$ cat src/rtl/alu_issue_unit_if.sv
// Instruction, ALU and writeback signal bundle for alu_issue_unit.
// The slave modport is the issue unit's view; master is the surrounding pipeline/ALU view.
interface alu_issue_unit_if;
  logic        instr_valid;
  logic        instr_ready;
  logic [31:0] instr;
  logic [31:0] rs_data;
  logic [31:0] rt_data;
  logic [31:0] alu_source1;
  logic [31:0] alu_source2;
  logic [5:0]  alu_operation;
  logic [4:0]  alu_shamt;
  logic [31:0] alu_result;
  logic        alu_zero;
  logic        alu_carry;
  logic        wb_valid;
  logic        wb_ready;
  logic [31:0] wb_result;
  logic        wb_zero;
  logic        wb_carry;
  logic [4:0]  wb_dest;
  logic        wb_illegal;

  modport slave (
    input  instr_valid, instr, rs_data, rt_data, alu_result, alu_zero, alu_carry, wb_ready,
    output instr_ready, alu_source1, alu_source2, alu_operation, alu_shamt,
           wb_valid, wb_result, wb_zero, wb_carry, wb_dest, wb_illegal
  );

  modport master (
    output instr_valid, instr, rs_data, rt_data, alu_result, alu_zero, alu_carry, wb_ready,
    input  instr_ready, alu_source1, alu_source2, alu_operation, alu_shamt,
           wb_valid, wb_result, wb_zero, wb_carry, wb_dest, wb_illegal
  );
endinterface

$ cat src/rtl/alu_issue_unit.sv
// Execute-stage sequencer: decodes MIPS op/funct into ALU codes, drives the ALU,
// captures its result and hands a packet to writeback; counts retired packets.
module alu_issue_unit #(
  parameter int CNT_W = 16
) (
  input  logic             clk,
  input  logic             rst_n,
  alu_issue_unit_if.slave  bus,
  output logic [CNT_W-1:0] done_count
);

  typedef enum logic [1:0] {IDLE = 2'd0, EXEC = 2'd1, HOLD = 2'd2} state_t;

  state_t      state_r, state_nx_s;
  logic        instr_ready_s, accept_s, retire_s;
  logic        dec_legal_s;
  logic [5:0]  dec_op_s;
  logic [31:0] dec_src1_s, dec_src2_s;
  logic [4:0]  dec_shamt_s, dec_dest_s;

  logic [31:0] alu_source1_r, alu_source2_r, wb_result_r;
  logic [5:0]  alu_operation_r;
  logic [4:0]  alu_shamt_r, dest_pend_r, wb_dest_r;
  logic        wb_valid_r, wb_zero_r, wb_carry_r, wb_illegal_r;
  logic [CNT_W-1:0] done_count_r;

  // Instruction decode into ALU operation and operand selection
  always_comb begin
    dec_legal_s = 1'b1;
    dec_op_s    = 6'd0;
    dec_src1_s  = bus.rs_data;
    dec_src2_s  = bus.rt_data;
    dec_shamt_s = bus.instr[10:6];
    dec_dest_s  = bus.instr[15:11];
    if (bus.instr[31:26] == 6'h00) begin
      case (bus.instr[5:0])
        6'h20, 6'h21: dec_op_s = 6'd27;
        6'h22, 6'h23: dec_op_s = 6'd28;
        6'h02: begin
          dec_op_s   = 6'd29;
          dec_src1_s = bus.rt_data;
          dec_src2_s = 32'd0;
        end
        6'h00: begin
          dec_op_s   = 6'd30;
          dec_src1_s = bus.rt_data;
          dec_src2_s = 32'd0;
        end
        6'h26:   dec_op_s = 6'd31;
        6'h24:   dec_op_s = 6'd32;
        default: dec_legal_s = 1'b0;
      endcase
    end else begin
      dec_shamt_s = 5'd0;
      dec_dest_s  = bus.instr[20:16];
      case (bus.instr[31:26])
        6'h08: begin
          dec_op_s   = 6'd27;
          dec_src2_s = {{16{bus.instr[15]}}, bus.instr[15:0]};
        end
        6'h0C: begin
          dec_op_s   = 6'd32;
          dec_src2_s = {16'd0, bus.instr[15:0]};
        end
        6'h0E: begin
          dec_op_s   = 6'd31;
          dec_src2_s = {16'd0, bus.instr[15:0]};
        end
        default: dec_legal_s = 1'b0;
      endcase
    end
  end

  // Next-state and instruction-ready logic; illegal instructions bypass EXEC
  always_comb begin
    instr_ready_s = 1'b0;
    state_nx_s    = state_r;
    case (state_r)
      IDLE: begin
        instr_ready_s = 1'b1;
        if (bus.instr_valid) begin
          state_nx_s = dec_legal_s ? EXEC : HOLD;
        end else begin
          state_nx_s = IDLE;
        end
      end
      EXEC: state_nx_s = HOLD;
      HOLD: begin
        instr_ready_s = bus.wb_ready;
        if (bus.wb_ready && bus.instr_valid) begin
          state_nx_s = dec_legal_s ? EXEC : HOLD;
        end else if (bus.wb_ready) begin
          state_nx_s = IDLE;
        end else begin
          state_nx_s = HOLD;
        end
      end
      default: state_nx_s = IDLE;
    endcase
  end

  assign accept_s = bus.instr_valid & instr_ready_s;
  assign retire_s = (state_r == HOLD) & bus.wb_ready;

  // State, ALU drive, writeback packet and retire counter registers
  always_ff @(posedge clk or negedge rst_n) begin
    if (!rst_n) begin
      state_r         <= IDLE;
      alu_source1_r   <= 32'd0;
      alu_source2_r   <= 32'd0;
      alu_operation_r <= 6'd0;
      alu_shamt_r     <= 5'd0;
      dest_pend_r     <= 5'd0;
      wb_valid_r      <= 1'b0;
      wb_result_r     <= 32'd0;
      wb_zero_r       <= 1'b0;
      wb_carry_r      <= 1'b0;
      wb_dest_r       <= 5'd0;
      wb_illegal_r    <= 1'b0;
      done_count_r    <= {CNT_W{1'b0}};
    end else begin
      state_r <= state_nx_s;
      if (accept_s && dec_legal_s) begin
        alu_source1_r   <= dec_src1_s;
        alu_source2_r   <= dec_src2_s;
        alu_operation_r <= dec_op_s;
        alu_shamt_r     <= dec_shamt_s;
        dest_pend_r     <= dec_dest_s;
      end
      if (state_r == EXEC) begin
        wb_valid_r   <= 1'b1;
        wb_result_r  <= bus.alu_result;
        wb_zero_r    <= bus.alu_zero;
        wb_carry_r   <= bus.alu_carry;
        wb_dest_r    <= dest_pend_r;
        wb_illegal_r <= 1'b0;
      end else if (accept_s && !dec_legal_s) begin
        wb_valid_r   <= 1'b1;
        wb_result_r  <= 32'd0;
        wb_zero_r    <= 1'b0;
        wb_carry_r   <= 1'b0;
        wb_dest_r    <= 5'd0;
        wb_illegal_r <= 1'b1;
      end else if (retire_s) begin
        wb_valid_r <= 1'b0;
      end
      if (retire_s && (done_count_r != {CNT_W{1'b1}})) begin
        done_count_r <= done_count_r + {{(CNT_W-1){1'b0}}, 1'b1};
      end
    end
  end

  assign bus.instr_ready   = instr_ready_s;
  assign bus.alu_source1   = alu_source1_r;
  assign bus.alu_source2   = alu_source2_r;
  assign bus.alu_operation = alu_operation_r;
  assign bus.alu_shamt     = alu_shamt_r;
  assign bus.wb_valid      = wb_valid_r;
  assign bus.wb_result     = wb_result_r;
  assign bus.wb_zero       = wb_zero_r;
  assign bus.wb_carry      = wb_carry_r;
  assign bus.wb_dest       = wb_dest_r;
  assign bus.wb_illegal    = wb_illegal_r;
  assign done_count        = done_count_r;

endmodule
$ cat src/flat_wrapper.sv
// flat-port wrapper written by rule: the top's interface ports become plain ports
module alu_issue_unit_flat 
#(
  parameter int CNT_W = 16
)
  (clk, rst_n, done_count, bus_instr_valid, bus_instr, bus_rs_data, bus_rt_data, bus_alu_result, bus_alu_zero, bus_alu_carry, bus_wb_ready, bus_instr_ready, bus_alu_source1, bus_alu_source2, bus_alu_operation, bus_alu_shamt, bus_wb_valid, bus_wb_result, bus_wb_zero, bus_wb_carry, bus_wb_dest, bus_wb_illegal);
  alu_issue_unit_if bus_i ();
  input  logic clk;
  input  logic rst_n;
  output logic [CNT_W-1:0] done_count;
  input wire logic [$bits(bus_i.instr_valid)-1:0] bus_instr_valid;
  input wire logic [$bits(bus_i.instr)-1:0] bus_instr;
  input wire logic [$bits(bus_i.rs_data)-1:0] bus_rs_data;
  input wire logic [$bits(bus_i.rt_data)-1:0] bus_rt_data;
  input wire logic [$bits(bus_i.alu_result)-1:0] bus_alu_result;
  input wire logic [$bits(bus_i.alu_zero)-1:0] bus_alu_zero;
  input wire logic [$bits(bus_i.alu_carry)-1:0] bus_alu_carry;
  input wire logic [$bits(bus_i.wb_ready)-1:0] bus_wb_ready;
  output wire logic [$bits(bus_i.instr_ready)-1:0] bus_instr_ready;
  output wire logic [$bits(bus_i.alu_source1)-1:0] bus_alu_source1;
  output wire logic [$bits(bus_i.alu_source2)-1:0] bus_alu_source2;
  output wire logic [$bits(bus_i.alu_operation)-1:0] bus_alu_operation;
  output wire logic [$bits(bus_i.alu_shamt)-1:0] bus_alu_shamt;
  output wire logic [$bits(bus_i.wb_valid)-1:0] bus_wb_valid;
  output wire logic [$bits(bus_i.wb_result)-1:0] bus_wb_result;
  output wire logic [$bits(bus_i.wb_zero)-1:0] bus_wb_zero;
  output wire logic [$bits(bus_i.wb_carry)-1:0] bus_wb_carry;
  output wire logic [$bits(bus_i.wb_dest)-1:0] bus_wb_dest;
  output wire logic [$bits(bus_i.wb_illegal)-1:0] bus_wb_illegal;
  assign bus_i.instr_valid = bus_instr_valid;
  assign bus_i.instr = bus_instr;
  assign bus_i.rs_data = bus_rs_data;
  assign bus_i.rt_data = bus_rt_data;
  assign bus_i.alu_result = bus_alu_result;
  assign bus_i.alu_zero = bus_alu_zero;
  assign bus_i.alu_carry = bus_alu_carry;
  assign bus_i.wb_ready = bus_wb_ready;
  assign bus_instr_ready = bus_i.instr_ready;
  assign bus_alu_source1 = bus_i.alu_source1;
  assign bus_alu_source2 = bus_i.alu_source2;
  assign bus_alu_operation = bus_i.alu_operation;
  assign bus_alu_shamt = bus_i.alu_shamt;
  assign bus_wb_valid = bus_i.wb_valid;
  assign bus_wb_result = bus_i.wb_result;
  assign bus_wb_zero = bus_i.wb_zero;
  assign bus_wb_carry = bus_i.wb_carry;
  assign bus_wb_dest = bus_i.wb_dest;
  assign bus_wb_illegal = bus_i.wb_illegal;
  alu_issue_unit #(.CNT_W(CNT_W)) u_core (.clk(clk), .rst_n(rst_n), .bus(bus_i), .done_count(done_count));
endmodule
$ cat config.mk
export PLATFORM = sky130hd
export DESIGN_NAME = alu_issue_unit_flat
export DESIGN_NICKNAME = d
export VERILOG_FILES = /design/src/rtl/alu_issue_unit_if.sv /design/src/rtl/alu_issue_unit.sv /design/src/flat_wrapper.sv
export SDC_FILE = /design/constraint.sdc
export NUM_CORES = 1
export LEC_CHECK = 0
export BUFFER_PORTS_ARGS = -buffer_cell sky130_fd_sc_hd__buf_4
export CAP_MARGIN = 0
export CORE_ASPECT_RATIO = 0.8
export CORE_UTILIZATION = 30
export CTS_CLUSTER_DIAMETER = 150
export DETAILED_ROUTE_END_ITERATION = 7
export GPL_TIMING_DRIVEN = 0
export PLACE_DENSITY = 0.52
export SETUP_SLACK_MARGIN = 0.5
export SLEW_MARGIN = 0
export SYNTH_ARGS = -nofsm -noshare
export SYNTH_HDL_FRONTEND = slang
export SYNTH_SLANG_ARGS = --single-unit
$ cat constraint.sdc
create_clock -name clk -period 2.1 [get_ports clk]
set_input_delay 0.42 -clock clk [delete_from_list [all_inputs] [get_ports clk]]
set_output_delay 0.42 -clock clk [all_outputs]
set_load 0.005 [all_outputs]
==> results.txt <==
RSZ-0062 raised after global routing = true
fin nets = 1030
Worst setup SP type = primary input
mean number of vias per cell = 5.15
area delta synth->final = 66.5%
post-detail-place hpwl = 16100 µm
Crit path largest cell delay = 0.59 ns
cells along the critical path = buf_6 -> or4_4 -> nor2_8 -> a31oi_4 -> or2_1 -> buf_6 -> buf_12 -> clkinv_4 -> mux2_4
WL/cell = 19.6 µm
Slew HR = 62.8%
post-synthesis cell area = 6200 µm²
main combinational cell family by area after synthesis = compound AO/OA/AOI/OAI gates
Max-Cap Viols = 0
CTS tree = built
drt total wl = 23000 µm
vias = 6036
top cell type's share of synthesized area = 55.7%
sequential fraction of the synthesis area = 55.7%
Buffers on Ports = 261
top post-synthesis cells by area = dfrtp_1 (56%), o21ai_0 (11%), mux2i_1 (8.6%)
commonest cells in the netlist = dfrtp_1 (138), o21ai_0 (135), mux2i_1 (53)
Rows = 46
Antenna diodes = 0
layout cell share with drive strength beyond 1 = 53.4%
global placer's final weighted congestion = 0.812
crit-path max FO = 8
Initial Util = 31.0%
setup TNS = 0 ns
total die area = 21300 µm²
CTS root buf = clkbuf_16
setup slack at placement = -0.671 ns
Period minus WS final = 1.97 ns
vias in the first global route = 5895
syn nets = 693
Synth Instances = 558
Hold Fails Final Rpt = 0
Crit. End Element = register
first-pass GRT wire length = 33300 µm
final routed DRC violation total = 0
ys async rst share = 100%
placed cell areas = 8560 µm²
Arr. time, crit path = 2.27 ns
Chip Width = 163 µm
fmax = 0.508 GHz
most used cell, CP = buf_6
fin area = 10300 µm²
die height = 131 µm
Compound-Gate Fraction of Synth Area = 23.7%
worst slew pin tran = 0.558 ns
largest net degree at the start of global routing = 84
H-Tree Depth = 4
outcome = complete, no violations
Avg Synthesized Cell Area = 11.1 µm²
EDFF count, synth = 0
Power Density = 794 nW/µm²
post-route ant nets = 0
mux cell area share after synthesis = 8.91%
final setup slack of the worst path = 0.132 ns
xor/xnor share of the synthesized area = 1.41%
io pins = 267
initial antenna violation count = 0
Seq cells post-synth = 138
Synth Flop Type = dfrtp_1
CTS Buf Count = 17
Peak VDD IR = 427 µV
Reg clk slew, reported paths = 0.06 ns
# setup viols final = 0
clk buf depth = 2
Synth Area in Simple Gates = 6.43%
hold crit path type = in -> reg
All-Layer GR Usage = 20.7%
cell with the most instances after synthesis = dfrtp_1
Core ar. = 20000 µm²
skew final = 0.0112 ns
Lkg Pwr = 4.94 nW
area leader, netlist = dfrtp_1
Final Power = 8.21 mW
adder-cell share of the synthesized area = 0.202%
clock latency on the worst-skew pair = 0.42 ns
Clock Sinks = 138
utilization after layout = 51.6%
total grt overflow = 0
CP required = 2.40 ns
fin crit share = 93.7%
DRT Pass-1 Iters = 5
Ys Warns = 0
Max Slew Vio Count = 0
Slowest-stage cell, CP = or4_4
crit path kind = in -> reg
Detailed Route Iter0 Violations = 284
count of cell types in the netlist = 52
-- worst paths after layout --
path	from	end	slack, ns	cells past startpoint
max	bus_instr[3]	u_core.bus.alu_operation[5]$_DFFE_PN0P_	0.13	9
min	bus_alu_result[11]	u_core.bus.wb_result[11]$_DFFE_PN0P_	0.22	2
max reg2reg	u_core.state_r[1]$_DFF_PN0_	u_core.bus.alu_operation[5]$_DFFE_PN0P_	0.16	8
min reg2reg	u_core.bus.wb_valid$_DFFE_PN0P_	u_core.bus.wb_valid$_DFFE_PN0P_	0.48	2
max in group asynchronous	rst_n	u_core.state_r[0]$_DFF_PN0_	0.73	3
min in group asynchronous	rst_n	u_core.bus.alu_source1[11]$_DFFE_PN0P_	0.53	2
-- kinds of logic (layout without fill, tap and decap cells) --
group           count (synthesis)  count (layout)
fa+ha+maj                       1               1
mux                            55              55
flops                         138             138
buf+inv                        48             398
simple gates                   70              70
compound gates                236             236
xor+xnor                       10              10
-- power by group --
part           total [mW]  switching, mW  internal [mW]
combinational        1.87          0.817           1.05
clock                3.04           1.23           1.82
sequential           3.29          0.261           3.03
total                8.21           2.30           5.90
-- flip-flops by register name, indices dropped and copies added, names as in the netlist --
name and cells:
u_core.bus.alu_operation 5, u_core.state_r 2, u_core.bus.wb_result 32, u_core.bus.alu_shamt 5, u_core.bus.alu_source1 32, u_core.bus.wb_valid 1, u_core.bus.wb_dest 5, u_core.done_count 16
u_core.dest_pend_r 5, u_core.bus.wb_zero 1, u_core.bus.wb_carry 1, u_core.bus.wb_illegal 1, u_core.bus.alu_source2 32
-- through the flow --
stage               hold slack (ns)  instances
floorplan                     0.124        558
global placement              0.468       1083
detailed placement            0.422       1084
CTS                           0.197       1136
global route                  0.206       1172
finish                        0.221       1172
-- per-layer routing --
metal / vias up / GRT usage (%) / share of wire (%)
li1: 2753 / - / -
met1: 3050 / 28.9 / 46
met2: 217 / 32.0 / 47
met3: 16 / 4.10 / 5.6
met4: 0 / 7.04 / 1.2
met5: - / 0 / 0
-- area by class of cell --
class,instances,area [µm²]
Multi-Input combinational cell,372,3000
Clock buffer,19,453
Buffer,45,392
Tap cell,264,330
Clock inverter,13,143
Sequential cell,138,3460
Timing Repair Buffer,318,2540
Inverter,3,16.3
Fill cell,1824,9700
-- worst max-delay path: cells and delay by family --
family | cells | cell delay [ns]
AND/OR/NAND/NOR | 3 | 0.98
buffers and inverters | 4 | 0.43
multiplexers | 1 | 0.28
AO/OA/AOI/OAI | 1 | 0.14
-- cells in the final DEF (no fill, tap or decap), types with 5 or more instances in the layout --
cell        netlist  layout
dfrtp_1         138     135
clkinvlp_4        0       5
clkbuf_4          0       7
nor2_2            0       5
mux2i_1          53      51
clkbuf_2          0       6
clkbuf_1         30       9
nand2_1          20      18
o21ai_0         135      68
a22o_1           39      39
o21ai_2           0      46
o31ai_4           1      12
buf_4             3     307
buf_12            1       5
o21ai_1           8      29
a21oi_1          22      21
nor2_1           12       7
buf_6             2      11
clkbuf_16         0      22
nand3_1          10       5
-- what timing repair did --
item	in CTS	in global routing
pin swaps	22	30
hold endpoints to repair	55	0
cloned	3	3
gates resized for setup	101	160
setup endpoints to repair	131	138
hold buffers	1	0
setup buffers	16	33
(Power assumes the default switching activity.)
